## src/rtl/wb_bus_arbiter_pkg.sv

```systemverilog
// Shared definitions for the Wishbone bus arbiter: state encoding, bus widths, index sizing.
// Latency: n/a (types and constants only).
// Backpressure: n/a.
package wb_bus_arbiter_pkg;

    localparam int ADR_W = 16;
    localparam int DAT_W = 16;
    localparam int SEL_W = 2;

    typedef enum logic [1:0] {
        ST_CPU  = 2'd0,
        ST_HAND = 2'd1,
        ST_DMA  = 2'd2
    } arb_state_e;

    // Bits needed to hold values 0..n-1; never less than one bit.
    function automatic int clog2(input int n);
        int w;
        w = 1;
        while ((1 << w) < n) w = w + 1;
        return w;
    endfunction

endpackage

```

## src/rtl/wb_rr_pick.sv

```systemverilog
// Round-robin picker: first asserted request at or after the pointer, wrapping modulo NDMA.
// Latency: purely combinational.
// Backpressure: none; the caller decides when the pick is consumed.
module wb_rr_pick
    import wb_bus_arbiter_pkg::*;
#(
    parameter int NDMA = 2,
    parameter int IW   = clog2(NDMA)
) (
    input  logic [NDMA-1:0] req_i,
    input  logic [IW-1:0]   ptr_i,
    output logic [IW-1:0]   idx_o,
    output logic            vld_o
);

    logic [IW:0]   sum;
    logic [IW-1:0] cand;

    // Scan NDMA candidates starting at the pointer; the first hit wins.
    always_comb begin
        idx_o = '0;
        vld_o = 1'b0;
        sum   = '0;
        cand  = '0;
        for (int i = 0; i < NDMA; i++) begin
            sum = {1'b0, ptr_i} + (IW+1)'(i);
            if (sum >= (IW+1)'(NDMA)) begin
                sum = sum - (IW+1)'(NDMA);
            end
            cand = sum[IW-1:0];
            if (!vld_o && req_i[cand]) begin
                vld_o = 1'b1;
                idx_o = cand;
            end
        end
    end

endmodule

```

## src/rtl/wb_bus_arbiter.sv

```systemverilog
// Shares the Wishbone bus between the CPU and NDMA DMA masters, with a one-clock dead handover.
// Latency: bus mux and ack steering are combinational; ownership changes take effect one clock after the decision.
// Backpressure: CPU stalls via cpu_gnt_o=0; DMA masters wait for dma_gnt_o; stuck DMA strobes get a fake ack + err.
module wb_bus_arbiter
    import wb_bus_arbiter_pkg::*;
#(
    parameter int NDMA     = 2,
    parameter int MAX_HOLD = 64,
    parameter int TMO      = 255
) (
    input  logic                    clk_p,
    input  logic                    rst_n,
    input  logic [ADR_W-1:0]        cpu_adr_i,
    input  logic [DAT_W-1:0]        cpu_dat_i,
    input  logic                    cpu_cyc_i,
    input  logic                    cpu_stb_i,
    input  logic                    cpu_we_i,
    input  logic [SEL_W-1:0]        cpu_sel_i,
    output logic                    cpu_gnt_o,
    output logic                    cpu_ack_o,
    input  logic [NDMA-1:0]         dma_req_i,
    output logic [NDMA-1:0]         dma_gnt_o,
    input  logic [NDMA*ADR_W-1:0]   dma_adr_i,
    input  logic [NDMA*DAT_W-1:0]   dma_dat_i,
    input  logic [NDMA-1:0]         dma_cyc_i,
    input  logic [NDMA-1:0]         dma_stb_i,
    input  logic [NDMA-1:0]         dma_we_i,
    input  logic [NDMA*SEL_W-1:0]   dma_sel_i,
    output logic [NDMA-1:0]         dma_ack_o,
    output logic [NDMA-1:0]         dma_err_o,
    output logic [ADR_W-1:0]        bus_adr_o,
    output logic [DAT_W-1:0]        bus_dat_o,
    output logic                    bus_cyc_o,
    output logic                    bus_stb_o,
    output logic                    bus_we_o,
    output logic [SEL_W-1:0]        bus_sel_o,
    input  logic                    bus_ack_i
);

    localparam int IW = clog2(NDMA);
    localparam int HW = clog2(MAX_HOLD);
    localparam int TW = clog2(TMO);

    localparam logic [HW-1:0] HOLD_LAST = HW'(MAX_HOLD - 1);
    localparam logic [TW-1:0] TMO_LAST  = TW'(TMO - 1);
    localparam logic [IW-1:0] IDX_LAST  = IW'(NDMA - 1);

    // src_dma_q/src_idx_q select the mux source; cleared back to CPU when a DMA tenure ends.
    arb_state_e      state_q, state_d;
    logic            src_dma_q, src_dma_d;
    logic [IW-1:0]   src_idx_q, src_idx_d;
    logic [IW-1:0]   rr_ptr_q, rr_ptr_d;
    logic [HW-1:0]   hold_cnt_q, hold_cnt_d;
    logic [TW-1:0]   tmo_cnt_q, tmo_cnt_d;

    logic [IW-1:0]   pick_idx;
    logic            pick_vld;

    logic [ADR_W-1:0] own_adr;
    logic [DAT_W-1:0] own_dat;
    logic             own_cyc;
    logic             own_stb;
    logic             own_we;
    logic [SEL_W-1:0] own_sel;
    logic [NDMA-1:0]  own_mask;

    logic             in_dma;
    logic             others_req;
    logic             tmo_hit;

    wb_rr_pick #(
        .NDMA (NDMA),
        .IW   (IW)
    ) u_pick (
        .req_i (dma_req_i),
        .ptr_i (rr_ptr_q),
        .idx_o (pick_idx),
        .vld_o (pick_vld)
    );

    // Source mux: the registered owner drives the shared bus signals.
    always_comb begin
        own_adr = cpu_adr_i;
        own_dat = cpu_dat_i;
        own_cyc = cpu_cyc_i;
        own_stb = cpu_stb_i;
        own_we  = cpu_we_i;
        own_sel = cpu_sel_i;
        if (src_dma_q) begin
            own_adr = dma_adr_i[src_idx_q*ADR_W +: ADR_W];
            own_dat = dma_dat_i[src_idx_q*DAT_W +: DAT_W];
            own_cyc = dma_cyc_i[src_idx_q];
            own_stb = dma_stb_i[src_idx_q];
            own_we  = dma_we_i[src_idx_q];
            own_sel = dma_sel_i[src_idx_q*SEL_W +: SEL_W];
        end
    end

    // One-hot of the current DMA source, used for grant, ack steering and "other requesters".
    always_comb begin
        own_mask            = '0;
        own_mask[src_idx_q] = 1'b1;
    end

    assign in_dma     = (state_q == ST_DMA);
    assign others_req = |(dma_req_i & ~own_mask);
    assign tmo_hit    = in_dma & own_stb & (tmo_cnt_q == TMO_LAST);

    // Shared bus outputs: zero while in reset, cyc/stb held low during the dead handover clock.
    always_comb begin
        bus_adr_o = '0;
        bus_dat_o = '0;
        bus_cyc_o = 1'b0;
        bus_stb_o = 1'b0;
        bus_we_o  = 1'b0;
        bus_sel_o = '0;
        if (rst_n) begin
            bus_adr_o = own_adr;
            bus_dat_o = own_dat;
            bus_cyc_o = own_cyc & (state_q != ST_HAND);
            bus_stb_o = own_stb & (state_q != ST_HAND);
            bus_we_o  = own_we;
            bus_sel_o = own_sel;
        end
    end

    assign cpu_gnt_o = (state_q == ST_CPU);
    assign cpu_ack_o = bus_ack_i & (state_q == ST_CPU);

    // Grant and ack/err steering to the owning DMA master only; an ack with the timeout suppresses err.
    always_comb begin
        dma_gnt_o = '0;
        dma_ack_o = '0;
        dma_err_o = '0;
        if (in_dma) begin
            dma_gnt_o = own_mask;
            dma_ack_o = (bus_ack_i | tmo_hit) ? own_mask : '0;
            dma_err_o = (tmo_hit & ~bus_ack_i) ? own_mask : '0;
        end
    end

    // Ownership FSM: CPU -> HAND -> DMA(k) -> HAND -> CPU, never preempting an active cycle.
    always_comb begin
        state_d    = state_q;
        src_dma_d  = src_dma_q;
        src_idx_d  = src_idx_q;
        rr_ptr_d   = rr_ptr_q;
        hold_cnt_d = '0;
        case (state_q)
            ST_CPU: begin
                if (pick_vld && !cpu_cyc_i) begin
                    state_d   = ST_HAND;
                    src_dma_d = 1'b1;
                    src_idx_d = pick_idx;
                end
            end
            ST_HAND: begin
                if (src_dma_q && dma_req_i[src_idx_q]) begin
                    state_d = ST_DMA;
                end else begin
                    state_d   = ST_CPU;
                    src_dma_d = 1'b0;
                end
            end
            ST_DMA: begin
                hold_cnt_d = (hold_cnt_q == HOLD_LAST) ? hold_cnt_q : hold_cnt_q + HW'(1);
                if (!own_cyc &&
                    (!dma_req_i[src_idx_q] ||
                     ((hold_cnt_q == HOLD_LAST) && (others_req || cpu_cyc_i)))) begin
                    state_d    = ST_HAND;
                    src_dma_d  = 1'b0;
                    rr_ptr_d   = (src_idx_q == IDX_LAST) ? '0 : src_idx_q + IW'(1);
                    hold_cnt_d = '0;
                end
            end
            default: begin
                state_d   = ST_CPU;
                src_dma_d = 1'b0;
            end
        endcase
    end

    // Timeout counter: consecutive unacknowledged DMA strobe clocks, restarting after each hit.
    always_comb begin
        tmo_cnt_d = '0;
        if (in_dma && own_stb && !bus_ack_i && !tmo_hit) begin
            tmo_cnt_d = tmo_cnt_q + TW'(1);
        end
    end

    // State registers with asynchronous reset back to CPU ownership.
    always_ff @(posedge clk_p or negedge rst_n) begin
        if (!rst_n) begin
            state_q    <= ST_CPU;
            src_dma_q  <= 1'b0;
            src_idx_q  <= '0;
            rr_ptr_q   <= '0;
            hold_cnt_q <= '0;
            tmo_cnt_q  <= '0;
        end else begin
            state_q    <= state_d;
            src_dma_q  <= src_dma_d;
            src_idx_q  <= src_idx_d;
            rr_ptr_q   <= rr_ptr_d;
            hold_cnt_q <= hold_cnt_d;
            tmo_cnt_q  <= tmo_cnt_d;
        end
    end

endmodule

```

## config.mk

```make
export PLATFORM = sky130hd
export DESIGN_NAME = wb_bus_arbiter
export DESIGN_NICKNAME = d
export VERILOG_FILES = /design/src/rtl/wb_bus_arbiter_pkg.sv /design/src/rtl/wb_rr_pick.sv /design/src/rtl/wb_bus_arbiter.sv
export SDC_FILE = /design/constraint.sdc
export NUM_CORES = 1
export LEC_CHECK = 0
export BUFFER_PORTS_ARGS = -buffer_cell sky130_fd_sc_hd__buf_2
export CAP_MARGIN = 0
export CORE_AREA = 3 3 78 80
export CTS_BUF_LIST = sky130_fd_sc_hd__clkbuf_2 sky130_fd_sc_hd__clkbuf_4 sky130_fd_sc_hd__clkbuf_8
export DETAILED_ROUTE_END_ITERATION = 10
export DIE_AREA = 0 0 81 83
export HOLD_SLACK_MARGIN = 0.15
export PLACE_DENSITY = 0.8
export SYNTH_ARGS = -nofsm -noshare
export SYNTH_HDL_FRONTEND = slang
export SYNTH_HIERARCHICAL = 1
export SYNTH_SLANG_ARGS = --single-unit
```

## constraint.sdc

```tcl
create_clock -name clk_p -period 1.7 [get_ports clk_p]
set_clock_uncertainty 0.2 [all_clocks]
set_input_delay 0.425 -clock clk_p [delete_from_list [all_inputs] [get_ports clk_p]]
set_output_delay 0.425 -clock clk_p [all_outputs]
set_load 0.02 [all_outputs]
```

==> summary.md <==
| Metric | Value |
|---|---|
| Root buffer cell | `clkbuf_8` |
| Final period util | `1.31` |
| Critical path arrival | `1.60 ns` |
| Startpoint types | `flip-flop` |
| Leak | `around 0.0021 uW` |
| Starting density of the core | `0.361` |
| Drt total wl | `8290 um` |
| Clock tree buffer depth | `2` |
| GR Overflow Total | `0` |
| Area grow syn2layout | `81.9%` |
| Worst Tran Pin Value | `0.409 ns` |
| Skew-Pair Late Insertion Delay | `0.25 ns` |
| Sequential element share of the synthesized area | `0.241` |
| Slew HR | `0.725` |
| Post-DP HPWL | `5930 um` |
| Final min period | `2.22 ns` |
| Vias in the first global route | `2445` |
| EDFF count, synth | `0` |
| I/O pins | `161` |
| Fill count | `440` |
| Placer Congestion | `approximately 0.90` |
| Max-Cap Viols | `0` |
| Largest net degree at the start of global routing | `71` |
| Hold Fails Final Rpt | `0` |
| Setup slack after layout | `-0.522 ns` |
| Sw Share | `0.452` |
| Vias after detailed routing | `2549` |
| Drt via density | `5.17` |
| P_sw | `1920 uW` |
| Detail Route Antenna Nets | `0` |
| Post-synthesis cell count | `approximately 240` |
| Multi-input logic area | `1590 um2` |
| H-Tree Depth | `1` |
| TritonCTS Buffers | `3` |
| First-pass GRT wire length | `11200 um` |
| Sequential share of power | `0.144` |
| Share of flip-flops with an asynchronous set or reset | `1.00` |
| Final Non-Filler Cells | `493` |
| Min-Delay Path Class | `in -> async` |
| Chip Width | `81 um` |
| GRT Overall Usage | `0.206` |
| Die Y | `around 83 um` |
| Max Slew Vio Count | `0` |
| N_diodes | `0` |
| CTS tree | `built` |
| Syn avg cell area | `8.37 um2` |
| Final hold slack | `0.158 ns` |
| CTS sink cnt | `19` |
| Main synth FF type | `dfrtp_1` |
| Core area | `5470 um2` |
| Crit. End Element | `output port` |
| DR DRC count | `0` |
| Worst vdd ir | `0.907 mV` |
| RSZ-0062 raised after global routing | `yes` |
| WL/cell | `16.8 um` |
| Combinational power share | `0.782` |
| Worst r2r path cells | `5` |
| Crit Path Class | `reg -> out` |
| Seq cells post-synth | `19` |
| Clock slew at reported path FFs | `0.07 ns` |
| Cell variety after synth | `37` |
| Die Area | `6720 um2` |
| Critical Path RT | `between 1 and 1.5 ns` |
| Seq. cell area | `478 um2` |
| Crit-path max FO | `10` |
| Mapped Area | `1980 um2` |
| Power per cell area | `1180 nW/um2` |
| Initial drt markers | `slightly below 60` |
| Synthesized Nets | `355` |
| Initial antenna violation count | `1` |
| Cell Rows | `27` |
| Share of cells above drive strength 1 | `0.561` |
| IO buf count | `160` |
| Final nets | `541` |
| Int Pwr | `2330 uW` |
| Fmax | `450 MHz` |
| Synthesis warning total | `6` |
| # setup viols final | `63` |
| Failing checks | `negative setup slack` |
| Clock Power Share | `0.074` |
| DR pass1 iterations | `4` |
| Status | `complete, but fails checks` |
| Placed cells | `~480` |
==> worst paths after layout <==
path,startpoint,to,slack [ns]
setup / recovery,src_idx_q,bus_adr_o[6],-0.52
hold / removal,rst_n,state_q[1],0.16
setup reg to reg,src_idx_q,tmo_cnt_q[3],-0.32
hold reg to reg,rr_ptr_q,rr_ptr_q,0.34
max in group asynchronous,rst_n,hold_cnt_q[1],0.51
min in group clk_p,rr_ptr_q,rr_ptr_q,0.34
==> power by group through the flow <==
stage               logic, uW  registers (uW)  clock network (uW)
floorplan                1860             575                   0
global placement         2510             592                   0
global route             3510             620                 347
CTS                      2860             593                 322
detailed placement       2570             601                   0
finish                   3330             613                 314
==> flip-flops by register name, summed over array words and instances (netlist names) <==
register	count
src_dma_q	1
src_idx_q	1
rr_ptr_q	1
tmo_cnt_q	8
state_q	2
hold_cnt_q	6
==> cell type report <==
type,instances,share of cell area
Multi-Input combinational cell,193,0.442
Timing Repair Buffer,199,0.381
Sequential cell,19,0.133
Tap cell,72,0.0251
Clock buffer,3,0.0115
Inverter,6,0.00627
Clock inverter,1,0.00139
==> layout by cell type, fill, tap and decap left out, types with 3 or more instances in the layout <==
| cell type | count |
|---|---|
| o21ai_0 | 3 |
| o211a_1 | 35 |
| buf_6 | 32 |
| dfrtp_1 | 17 |
| buf_4 | 27 |
| nand2b_1 | 3 |
| ha_1 | 3 |
| inv_1 | 5 |
| xor2_1 | 6 |
| nor2_4 | 5 |
| mux2i_1 | 38 |
| nor2_1 | 6 |
| nor2_2 | 7 |
| buf_2 | 132 |
| clkbuf_8 | 3 |
| nand3_1 | 5 |
| a21oi_1 | 3 |
| nand2_1 | 42 |
| buf_12 | 5 |
==> routing by layer <==
metal  track usage  wire (um)  up-vias
met5             0          7        -
met4        0.0522        164        2
met3        0.0445        637       20
met1         0.227       3270     1200
li1              -          -     1225
met2         0.388       4210      102
==> cells by family (layout without fill, tap and decap cells) <==
logic type	Yosys count	after routing	share of synthesized area
buffers and inverters	24	209	0.0532
adder cells (fa/ha/maj)	3	3	0.0190
AND/OR/NAND/NOR	88	88	0.204
XOR/XNOR	7	7	0.0310
flip-flops	19	19	0.241
multiplexers	43	43	0.219
AO/OA/AOI/OAI	52	52	0.233
==> cells in the mapped netlist (2+ instances only) <==
library cell | number | area share
dfrtp_1 | 19 | 0.24
a211oi_1 | 2 | 0.0076
and2_1 | 2 | 0.0063
o211a_1 | 35 | 0.18
xor2_1 | 6 | 0.027
nor2_1 | 18 | 0.034
ha_1 | 3 | 0.019
nand3_1 | 6 | 0.015
and3_1 | 2 | 0.0063
o21ai_0 | 5 | 0.013
o211ai_1 | 2 | 0.0076
a21oi_1 | 3 | 0.0076
nor2b_1 | 3 | 0.0095
nand2b_1 | 3 | 0.0095
inv_1 | 6 | 0.011
clkbuf_1 | 12 | 0.023
buf_2 | 3 | 0.0076
nor3_1 | 3 | 0.0076
nand2_1 | 44 | 0.084
mux2i_1 | 41 | 0.21
mux2_2 | 2 | 0.011
==> critical path: stages, from the launching register on <==
cell	delay [ns]
dfrtp_2	0.48
buf_6	0.23
mux2i_4	0.26
nand2_1	0.08
o211a_1	0.16
buf_6	0.14
==> through the flow <==
stage	power, uW	setup TNS [ns]	util	cell area (um2)	worst slack (ns)
4_1_cts	3780	-21.27	0.611	3350	-0.487
2_1_floorplan	2430	-2.51	-	2090	-0.202
6_report	4250	-23.94	0.657	3590	-0.522
5_1_grt	4480	-28.03	0.657	3590	-0.598
3_5_place_dp	3170	-8.58	0.568	3110	-0.231
3_3_place_gp	3100	-7.31	0.568	3110	-0.213
==> what timing repair did <==
item | 4_1_cts | 5_1_grt
setup buffers | 4 | 3
hold buffers | 2 | 0
cloned | 0 | 2
hold endpoints to repair | 8 | 0
gates resized for setup | 43 | 55
pin swaps | 2 | 6
endpoints found under the setup margin | 62 | 63
Note: power is estimated with default switching activity, not from simulation.
